--- src/rtl/gate_a_ctrl.sv ---
// rtl/gate_a_ctrl.sv - gate A open/close slide sequencer with frog collision reporting
//
// Ports:
//   CLK, RESETn      clock, asynchronous active-low reset
//   startOfFrame     one-cycle pulse per VGA frame
//   enable           1 = sequencing advances on frame ticks; 0 = state, Y and hold counter frozen
//   open_cmd         early-open request, honoured only while CLOSED
//   frog_draw_req    frog drawer pixel request
//   gateA_draw_req   gate drawer pixel request
//   ObjectStartX     gate X start (constant GATE_X)
//   ObjectStartY     gate Y start (registered)
//   gate_state       00 CLOSED, 01 OPENING, 10 OPEN, 11 CLOSING
//   gate_is_open     high while gate_state == OPEN
//   collision        one-cycle pulse after a frame tick if frog and gate overlapped in the previous frame
module gate_a_ctrl #(
    parameter int GATE_X             = 300,
    parameter int GATE_Y_CLOSED      = 200,
    parameter int GATE_Y_OPEN        = 190,
    parameter int STEP               = 1,
    parameter int CLOSED_HOLD_FRAMES = 60,
    parameter int OPEN_HOLD_FRAMES   = 120
) (
    input  logic        CLK,
    input  logic        RESETn,
    input  logic        startOfFrame,
    input  logic        enable,
    input  logic        open_cmd,
    input  logic        frog_draw_req,
    input  logic        gateA_draw_req,
    output logic [10:0] ObjectStartX,
    output logic [10:0] ObjectStartY,
    output logic [1:0]  gate_state,
    output logic        gate_is_open,
    output logic        collision
);

    localparam int HOLD_MAX = (CLOSED_HOLD_FRAMES > OPEN_HOLD_FRAMES) ? CLOSED_HOLD_FRAMES : OPEN_HOLD_FRAMES;
    // Counter only has to reach HOLD_MAX-1.
    localparam int CW = (HOLD_MAX > 1) ? $clog2(HOLD_MAX) : 1;

    localparam logic [10:0]   X_L         = 11'(GATE_X);
    localparam logic [10:0]   Y_CLOSED_L  = 11'(GATE_Y_CLOSED);
    localparam logic [10:0]   Y_OPEN_L    = 11'(GATE_Y_OPEN);
    localparam logic [10:0]   STEP_L      = 11'(STEP);
    localparam logic [CW-1:0] CLOSED_LAST = CW'(CLOSED_HOLD_FRAMES - 1);
    localparam logic [CW-1:0] OPEN_LAST   = CW'(OPEN_HOLD_FRAMES - 1);

    typedef enum logic [1:0] {
        ST_CLOSED  = 2'b00,
        ST_OPENING = 2'b01,
        ST_OPEN    = 2'b10,
        ST_CLOSING = 2'b11
    } state_t;

    state_t        state_q, state_d;
    logic [10:0]   y_q, y_d;
    logic [CW-1:0] cnt_q, cnt_d;
    logic          open_req_q, open_req_d;
    logic          hit_pending_q;
    logic          collision_q;

    logic          frame_upd;
    logic          overlap;
    logic [11:0]   y_up_sum;
    logic [10:0]   y_dn;
    logic [10:0]   y_up;

    assign frame_upd = startOfFrame & enable;
    assign overlap   = frog_draw_req & gateA_draw_req;

    // State register, including position, hold counter and collision tracking.
    always_ff @(posedge CLK or negedge RESETn) begin
        if (!RESETn) begin
            state_q       <= ST_CLOSED;
            y_q           <= Y_CLOSED_L;
            cnt_q         <= '0;
            open_req_q    <= 1'b0;
            hit_pending_q <= 1'b0;
            collision_q   <= 1'b0;
        end else begin
            state_q       <= state_d;
            y_q           <= y_d;
            cnt_q         <= cnt_d;
            open_req_q    <= open_req_d;
            // Reporting ignores enable; an overlap on the tick cycle belongs to the next frame.
            collision_q   <= startOfFrame & hit_pending_q;
            hit_pending_q <= overlap | (hit_pending_q & ~startOfFrame);
        end
    end

    // Next-state logic.
    always_comb begin
        state_d    = state_q;
        y_d        = y_q;
        cnt_d      = cnt_q;
        open_req_d = open_req_q | (open_cmd & (state_q == ST_CLOSED));

        // Clamped steps computed wide enough that neither direction can wrap.
        y_dn     = ({1'b0, y_q} < ({1'b0, Y_OPEN_L} + {1'b0, STEP_L})) ? Y_OPEN_L : (y_q - STEP_L);
        y_up_sum = {1'b0, y_q} + {1'b0, STEP_L};
        y_up     = (y_up_sum >= {1'b0, Y_CLOSED_L}) ? Y_CLOSED_L : y_up_sum[10:0];

        if (frame_upd) begin
            case (state_q)
                ST_CLOSED: begin
                    if ((cnt_q == CLOSED_LAST) || open_req_q) begin
                        state_d    = ST_OPENING;
                        cnt_d      = '0;
                        open_req_d = 1'b0;
                    end else begin
                        cnt_d = cnt_q + CW'(1);
                    end
                end
                ST_OPENING: begin
                    y_d   = y_dn;
                    cnt_d = '0;
                    if (y_dn == Y_OPEN_L) begin
                        state_d = ST_OPEN;
                    end
                end
                ST_OPEN: begin
                    if (cnt_q == OPEN_LAST) begin
                        state_d = ST_CLOSING;
                        cnt_d   = '0;
                    end else begin
                        cnt_d = cnt_q + CW'(1);
                    end
                end
                ST_CLOSING: begin
                    cnt_d = '0;
                    if (hit_pending_q) begin
                        // Frog was under the gate last frame: hold position and reopen.
                        state_d = ST_OPENING;
                    end else begin
                        y_d = y_up;
                        if (y_up == Y_CLOSED_L) begin
                            state_d = ST_CLOSED;
                        end
                    end
                end
                default: state_d = ST_CLOSED;
            endcase
        end
    end

    // Outputs.
    always_comb begin
        ObjectStartX = X_L;
        ObjectStartY = y_q;
        gate_state   = state_q;
        gate_is_open = (state_q == ST_OPEN);
        collision    = collision_q;
    end

endmodule
--- config.mk ---
export PLATFORM = sky130hd
export DESIGN_NAME = gate_a_ctrl
export DESIGN_NICKNAME = d
export VERILOG_FILES = /design/src/rtl/gate_a_ctrl.sv
export SDC_FILE = /design/constraint.sdc
export NUM_CORES = 1
export LEC_CHECK = 0
export ABC_AREA = 1
export CORE_AREA = 2 2 69 64
export DETAILED_ROUTE_END_ITERATION = 6
export DIE_AREA = 0 0 71 66
export PLACE_DENSITY = 0.8
export SYNTH_ARGS = -nofsm -noshare
export SYNTH_HDL_FRONTEND = slang
export SYNTH_SLANG_ARGS = --single-unit
export TNS_END_PERCENT = 100
--- constraint.sdc ---
create_clock -name CLK -period 1.8 [get_ports CLK]
set_input_delay 0.54 -clock CLK [delete_from_list [all_inputs] [get_ports CLK]]
set_output_delay 0.54 -clock CLK [all_outputs]
set_load 0.03 [all_outputs]
# Yosys cells after proc, flatten, opt, wreduce, memory -nomap -nowiden
# Index checks and enable logic that the tools add are counted.
# word_totals
ff_bits	23
input_bits	7
output_inout_bits	26
word_cells	53
# classes
add_sub_neg	3
n_lt_le_gt_ge	2
eq_ne	12
mux	16
bitwise_logic	8
reduce_logical	6
# op_table
op	n
$mux 11	3
$eq 11x8->1 const B	2
$pmux 11 s2	1
$pmux 7 s3	1
$mux 7	2
$add 11x1->12 const B	1
$ge 12x8->1 const B	1
$lt 11x8->1 const B	1
$sub 11x1->11 const B	1
$mux 2	5
$pmux 2 s4	1
$add 7x1->7 const B	1
$eq 7x6->1 const B	1
$eq 7x7->1 const B	1
$and 1x1->1	5
$reduce_and 5->1	1
$eq 2x2->1 const B	2
$ne 2x1->1 const B	2
$ne 2x2->1 const B	2
$mux 1	3
$ne 3x3->1 const B	1
$reduce_and 3->1	1
$eq 2x1->1 const B	1
$logic_not 2->1	1
5 further kinds	6

# Logic depth before layout (Yosys ltp)
# logic_depth
depth_word	7
ltp_mapped	14
mapped_depth_nobuf	14

# Least setup slack after synthesis
# No wires, ideal clock.
# synth_timing
path_kind	flip-flop to flip-flop
startpoint	register y_q[0] (netlist: ObjectStartY[0])
endpoint	register state_q[1] (netlist: gate_state[1])
setup_ps	118
arrival_time_ps	1856
required_time_ps	1682
path_slack_ps	-175
stages_incl_launch_ff	14
path_buffers	0
period_less_slack_ps	1975
cell_sequence	dfrtp_1 inv_1 ha_1 nand3_1 inv_1 nor2_1 o21ai_0 nand2_1 nor2_1 nand3_2 nand2_2 nand3_2 nand2_1 nand2_1
# synth_between
elab_chain_cells	6
word_cells_on_any_way	11
classes_between	add/sub: 2; order compare: 2; eq/ne: 4; mux: 2; reduce/logical: 1
# synth_lines
item	line_no	text
from (decl)	56	logic [10:0] y_q, y_d;
from (signal assigned)	82	y_q <= y_d;
$add 11x1->12	100	y_up_sum = {1'b0, y_q} + {1'b0, STEP_L};
$ge 12x8->1	101	y_up = (y_up_sum >= {1'b0, Y_CLOSED_L}) ? Y_CLOSED_L : y_up_sum[10:0];
$mux 11	101	
$eq 11x8->1	136	if (y_up == Y_CLOSED_L) begin
$ne 3x3->1 (no line)	-	
$reduce_and 5->1 (no line) (*)	-	
to (signal assigned)	81	state_q <= state_d;
to (decl)	55	state_t state_q, state_d;
# Every way passes the cells marked *; elsewhere a longest branch is shown, timed or not.
# A chain may end at the register's enable or synchronous reset.

# Worst setup path after layout
# layout_timing
startpoint	register y_q[3] (netlist: ObjectStartY[3])
endpoint	register state_q[1] (netlist: gate_state[1])
# Same word-level chain as after synthesis.

==> impl_results.md <==
- Ratio of cells with drive above 1 in the final layout: about two fifths
- Total of warnings raised by yosys: 0
- Status: complete, but fails checks
- Fin area: ~2800 sq um
- Post-layout utilization of the core: between 60% and 70%
- Post-synthesis sequential area ratio: 31.30%
- Crit. End Element: register
- Number of remaining DRC errors: 0
- Row cnt: 22
- Starting density of the core: 46.36%
- IO Count: 33
- CP required: approximately 2.0 ns
- DP HPWL: 3531 um
- Initial DRT Pass Iterations: 4
- Chain of cells forming the critical path: nand2_2 -> nor2_4 -> nand2_2 -> nand2_4 -> buf_12 -> nand3_2 -> nand2_2 -> nor2_2 -> nand3_2 -> nand2_2 -> nand4_1 -> nand2_1
- Post-synthesis instance total: approximately 270
- Startpoint Class: register
- Die area: 4686 sq um
- I/O Buffers: 21
- Final-report hold violation count: 0
- Hold Buf Count CTS: 0
- Vias in the first global route: around 1900
- Placeable Area: roughly 4000 sq um
- Clock Skews: between 0.007 and 0.008 ns
- Largest net degree at the start of global routing: 24
- Max Clock Freq: approximately 520 MHz
- Fill cells: around 280
- Hold Crit Class: reg -> reg
- Worst Path Arrival: about 2.1 ns
- Area grow syn2layout: 49.43%
- Failing checks: negative setup slack
- Routability cong.: about 0.91
- Post-layout min period: 1.908 ns
- Nets: between 300 and 400
- Total vias in the final route: 2071
- Syn avg cell area: 6.905 sq um
- Antenna violations before repair: 0
- Post-DP Area: 2387 sq um
- Total track usage: about 22%
- # diodes: 0
- Crit Path Max Fanout: 6
- Synth cell types: 32
- Setup violators final: 8
- Most Frequent Cell on Critical Path: nand2_2
- Cell area after synthesis: roughly 1900 sq um
- Die Ht: between 60 and 70 um
- Slowest stage delay, CP: ~0.61 ns
- Per-cell routed wire length: around 14 um
- CTS tree: done
- Sequential cell area: between 500 and 600 sq um
- Max Cap Violations: 0
- RSZ-0062 raised after global routing: yes
- Clock sinks: 23
- Remaining antenna violation count after routing: 0
- Worst path slowest cell: dfstp_2
- Setup WS post-layout: -0.1078 ns
- Initial DRC Count: between 150 and 200
- Die width: ~71 um
- PwrDens: a little under 2000 nW/um^2
- Peak VDD IR: between 1 and 1.5 mV
- First-pass GRT wire length: 8266 um
- Worst-path clk slew: about 0.10 ns
- CTS Buf Count: 3
- Vias per cell: roughly 5.4
- Total grt overflow: 0
- Maximum clock path buffer count: 2
- Pins Over Slew Limit: 0
- CTS H-tree depth: 1
- Setup TNS: -0.6010 ns
- Hold_ws: 0.5470 ns
- Pleak: ~1.3 nW
- Commonest non-fill, non-tap cells in the layout: nand2_1, buf_4, inv_1, dfrtp_1, nor2_1
- Crit Path Category: reg -> reg
- Clk_lat worst skew: ~0.28 ns
- Multi-input logic area: ~1300 sq um
- Post-Route WL: about 5600 um
- Period utilisation layout: 106.0%
- Seq cells post-synth: 23
- CTS root buf: clkbuf_8
[where the power goes]
group	internal (mW)	switching (mW)	leakage (nW)
Sequential	0.714	0.231	0.286
Combinational	1.73	2.30	1.04
Clock	0.155	0.196	0.0255
[final timing paths]
kind                              endpoint            start  cells past startpoint  slack [ns]
max                          gate_state[1]  ObjectStartY[3]                     12       -0.11
min                              collision    hit_pending_q                      2        0.55
max reg2reg                  gate_state[1]  ObjectStartY[3]                     12       -0.11
min reg2reg                      collision    hit_pending_q                      2        0.55
max in group asynchronous  ObjectStartY[7]           RESETn                      2        0.91
min in group asynchronous  ObjectStartY[4]           RESETn                      2        0.61
[worst max-delay path, delay by kind of cell (launching register included)]
kind,cells,cell delay [ns]
AND/OR/NAND/NOR,11,1.07
flip-flops,1,0.61
buffers and inverters,1,0.13
[cells by family (layout without fill, tap and decap cells)]
group | Yosys count | in the layout | share of synthesized area [%]
compound gates | 38 | 38 | 12.24
xor+xnor | 9 | 9 | 4.260
fa+ha+maj | 8 | 8 | 5.409
buf+inv | 55 | 116 | 13.93
flops | 23 | 23 | 31.31
other cells | 2 | 11 | 0.4058
simple gates | 133 | 133 | 32.45
[through the flow]
stage / total power, mW / setup slack (ns) / instances
6_report: 5.322 / -0.1078 / 386
5_1_grt: 5.642 / -0.2357 / 386
4_1_cts: 4.631 / -0.00005351 / 381
3_5_place_dp: 3.995 / -0.1999 / 373
3_3_place_gp: 3.928 / -0.1398 / 373
2_1_floorplan: 2.762 / -0.003778 / 277
[metal layers]
| metal | global-route usage (%) | vias to the layer above | wire (um) |
|---|---|---|---|
| met1 | 29.45 | 985 | 2391 |
| met4 | 8.491 | 0 | 197 |
| met3 | 1.372 | 25 | 286 |
| li1 | - | 983 | - |
| met5 | 0 | - | 0 |
| met2 | 38.55 | 78 | 2720 |
[layout make-up]
class                   instances  share of cell area (%)
well taps                      48                   2.172
clock buffers                   3                   1.493
flip-flops and latches         23                   21.18
repair buffers                 72                   22.17
multi-input cells             199                   47.28
inverters                      40                   5.520
clock inverters                 1                  0.1810
[synth_stat cells (all sizes together)]
cell type	number	area, sq um
nor3	5	25.02
o21bai	3	22.52
nand4	2	12.51
a211oi	1	7.510
or2	3	18.77
o22ai	3	18.77
dfstp	3	78.83
and2	1	6.260
nand2	65	249.0
o31ai	2	15.01
inv	38	142.6
ha	8	100.1
xor2	9	78.83
a31oi	1	6.260
a21oi	5	25.02
nor2	28	122.6
clkinv	2	7.510
dfrtp	20	500.5
o21ai	17	85.08
buf	15	107.6
conb	2	7.510
nor4	1	6.260
o221ai	1	8.760
nand3	28	160.2
a22oi	5	37.54
[timing repair]
action                     4_1_cts  5_1_grt
buffers inserted                 4        4
cloned                           0        1
setup endpoints to repair       17       15
pin swaps                        8       15
resized for setup               36       43
[sequential cells by signal (all words and copies together) (netlist names)]
register       count
ObjectStartY      11
cnt_q              7
gate_state         2
collision          1
hit_pending_q      1
open_req_q         1
(Power assumes the default switching activity.)
==> edit, RTL diff (same settings) <==
The parameter `OPEN_HOLD_FRAMES` goes from 120 to 180.
--- a/src/rtl/gate_a_ctrl.sv
+++ b/src/rtl/gate_a_ctrl.sv
@@ -20,3 +20,3 @@
     parameter int CLOSED_HOLD_FRAMES = 60,
-    parameter int OPEN_HOLD_FRAMES   = 120
+    parameter int OPEN_HOLD_FRAMES   = 180
 ) (
Function: same outputs for any inputs over 10 cycles, from zero or initial values and one cycle with RESETn low; that may be too few to reach the edited logic, so the function may still have changed.
==> edit against the unedited design <==
The flow still finishes with violations (setup timing). Sequential cell count rose by 1. Final cell count decreased by 1.6%. Maximum frequency up 3.5%. Critical endpoint is now ObjectStartY[2]$_DFFE_PN0P_. First-iteration DRC count fell by 19%. Cell area is 7.2% lower. Utilization down 5.0 points. Sequential share of layout area increased by 2.6 points. Combinational power shrank 27%. Synthesized area is 0.68% higher. Count of clock-buffer cells in the layout is the same. Largest cell class unchanged. Power is 16% lower. Routed wire length down 10%. Sequential power increased by 9%. Worst setup slack gained 0.064 ns.
==> edit: results (changes against the unedited design) <==
• met1 capacity usage during global routing: 27.7%, -1.7 points
• Fin Setup TNS: -0.0808 ns, +0.520 ns
• share of synthesized cell area in full adder, half adder and majority cells: 5.37%, -0.036 points
• total area of multi-input combinational cells: 1220 µm², -6.7%
• Worst IR Drop VDD: 765 µV, -25%
• M2 GR Usage: 36.7%, -1.9 points
• number of filler instances in the final layout: 347, +23%
• fin area: 2570 µm², -7.2%
• flip-flop and latch count after synthesis: 24, +4.3%
• critical path endpoint: ObjectStartY[2]$_DFFE_PN0P_
• number of multi-input logic gates: 207, +4.0%
• count of inverters other than clock inverters in the layout: 42, +5.0%
• CTS resizes: 27, -25%
• non-clock buffer count in the final layout: 55, -24%
• count of nets after finishing: 348, -1.7%
• worst setup margin: -0.0434 ns, +0.0644 ns
• Max Clock Skew: 0.00716 ns, -0.000403 ns
• source of the worst register-to-register timing path: ObjectStartY[0]$_DFFE_PN0P_
• post-synthesis xor/xnor area fraction: 2.82%, -1.4 points
• top area cells in the synthesized netlist: sky130_fd_sc_hd__dfrtp_1, sky130_fd_sc_hd__nand2_1, sky130_fd_sc_hd__inv_1, sky130_fd_sc_hd__nand3_1, sky130_fd_sc_hd__nor2_1
• number of failing setup endpoints in the final timing report: 4, -4
• Power, Total: 0.00449 W, -16%
• synthesized area per cell: 6.73 µm², -2.6%
• gr usage total: 21.6%, -0.76 points
• gp weighted congestion: 0.924, +1.7%
• Final non-clock buffer share: 17.4%, -4.8 points
• worst-path maximum fanout: 5, -1
• violated checks: setup timing
• status: finished with violations
• detailed-route wire length per cell: 13.3 µm, -8.6%
• Seq area share: 23.8%, +2.6 points
[edit: cell count changes in the layout (fill, tap and decap cells not counted), moves of 3 or more]
cell / before / now
sky130_fd_sc_hd__nor2_1: 15 / 23
sky130_fd_sc_hd__a21oi_1: 5 / 11
sky130_fd_sc_hd__o21ai_1: 4 / 9
sky130_fd_sc_hd__nor2_2: 8 / 5
sky130_fd_sc_hd__a22oi_1: 4 / 0
sky130_fd_sc_hd__nand3_2: 13 / 7
sky130_fd_sc_hd__nand2_2: 12 / 8
sky130_fd_sc_hd__o21ai_2: 5 / 1
sky130_fd_sc_hd__buf_4: 51 / 37
sky130_fd_sc_hd__nand2_1: 51 / 58
sky130_fd_sc_hd__nand3_1: 11 / 20
sky130_fd_sc_hd__nor3_2: 4 / 1
[edit: cells by family after synthesis]
group,Yosys count
simple gates,141
buf+inv,56
compound gates,40
flops,24
fa+ha+maj,8
xor+xnor,6
other cells,2
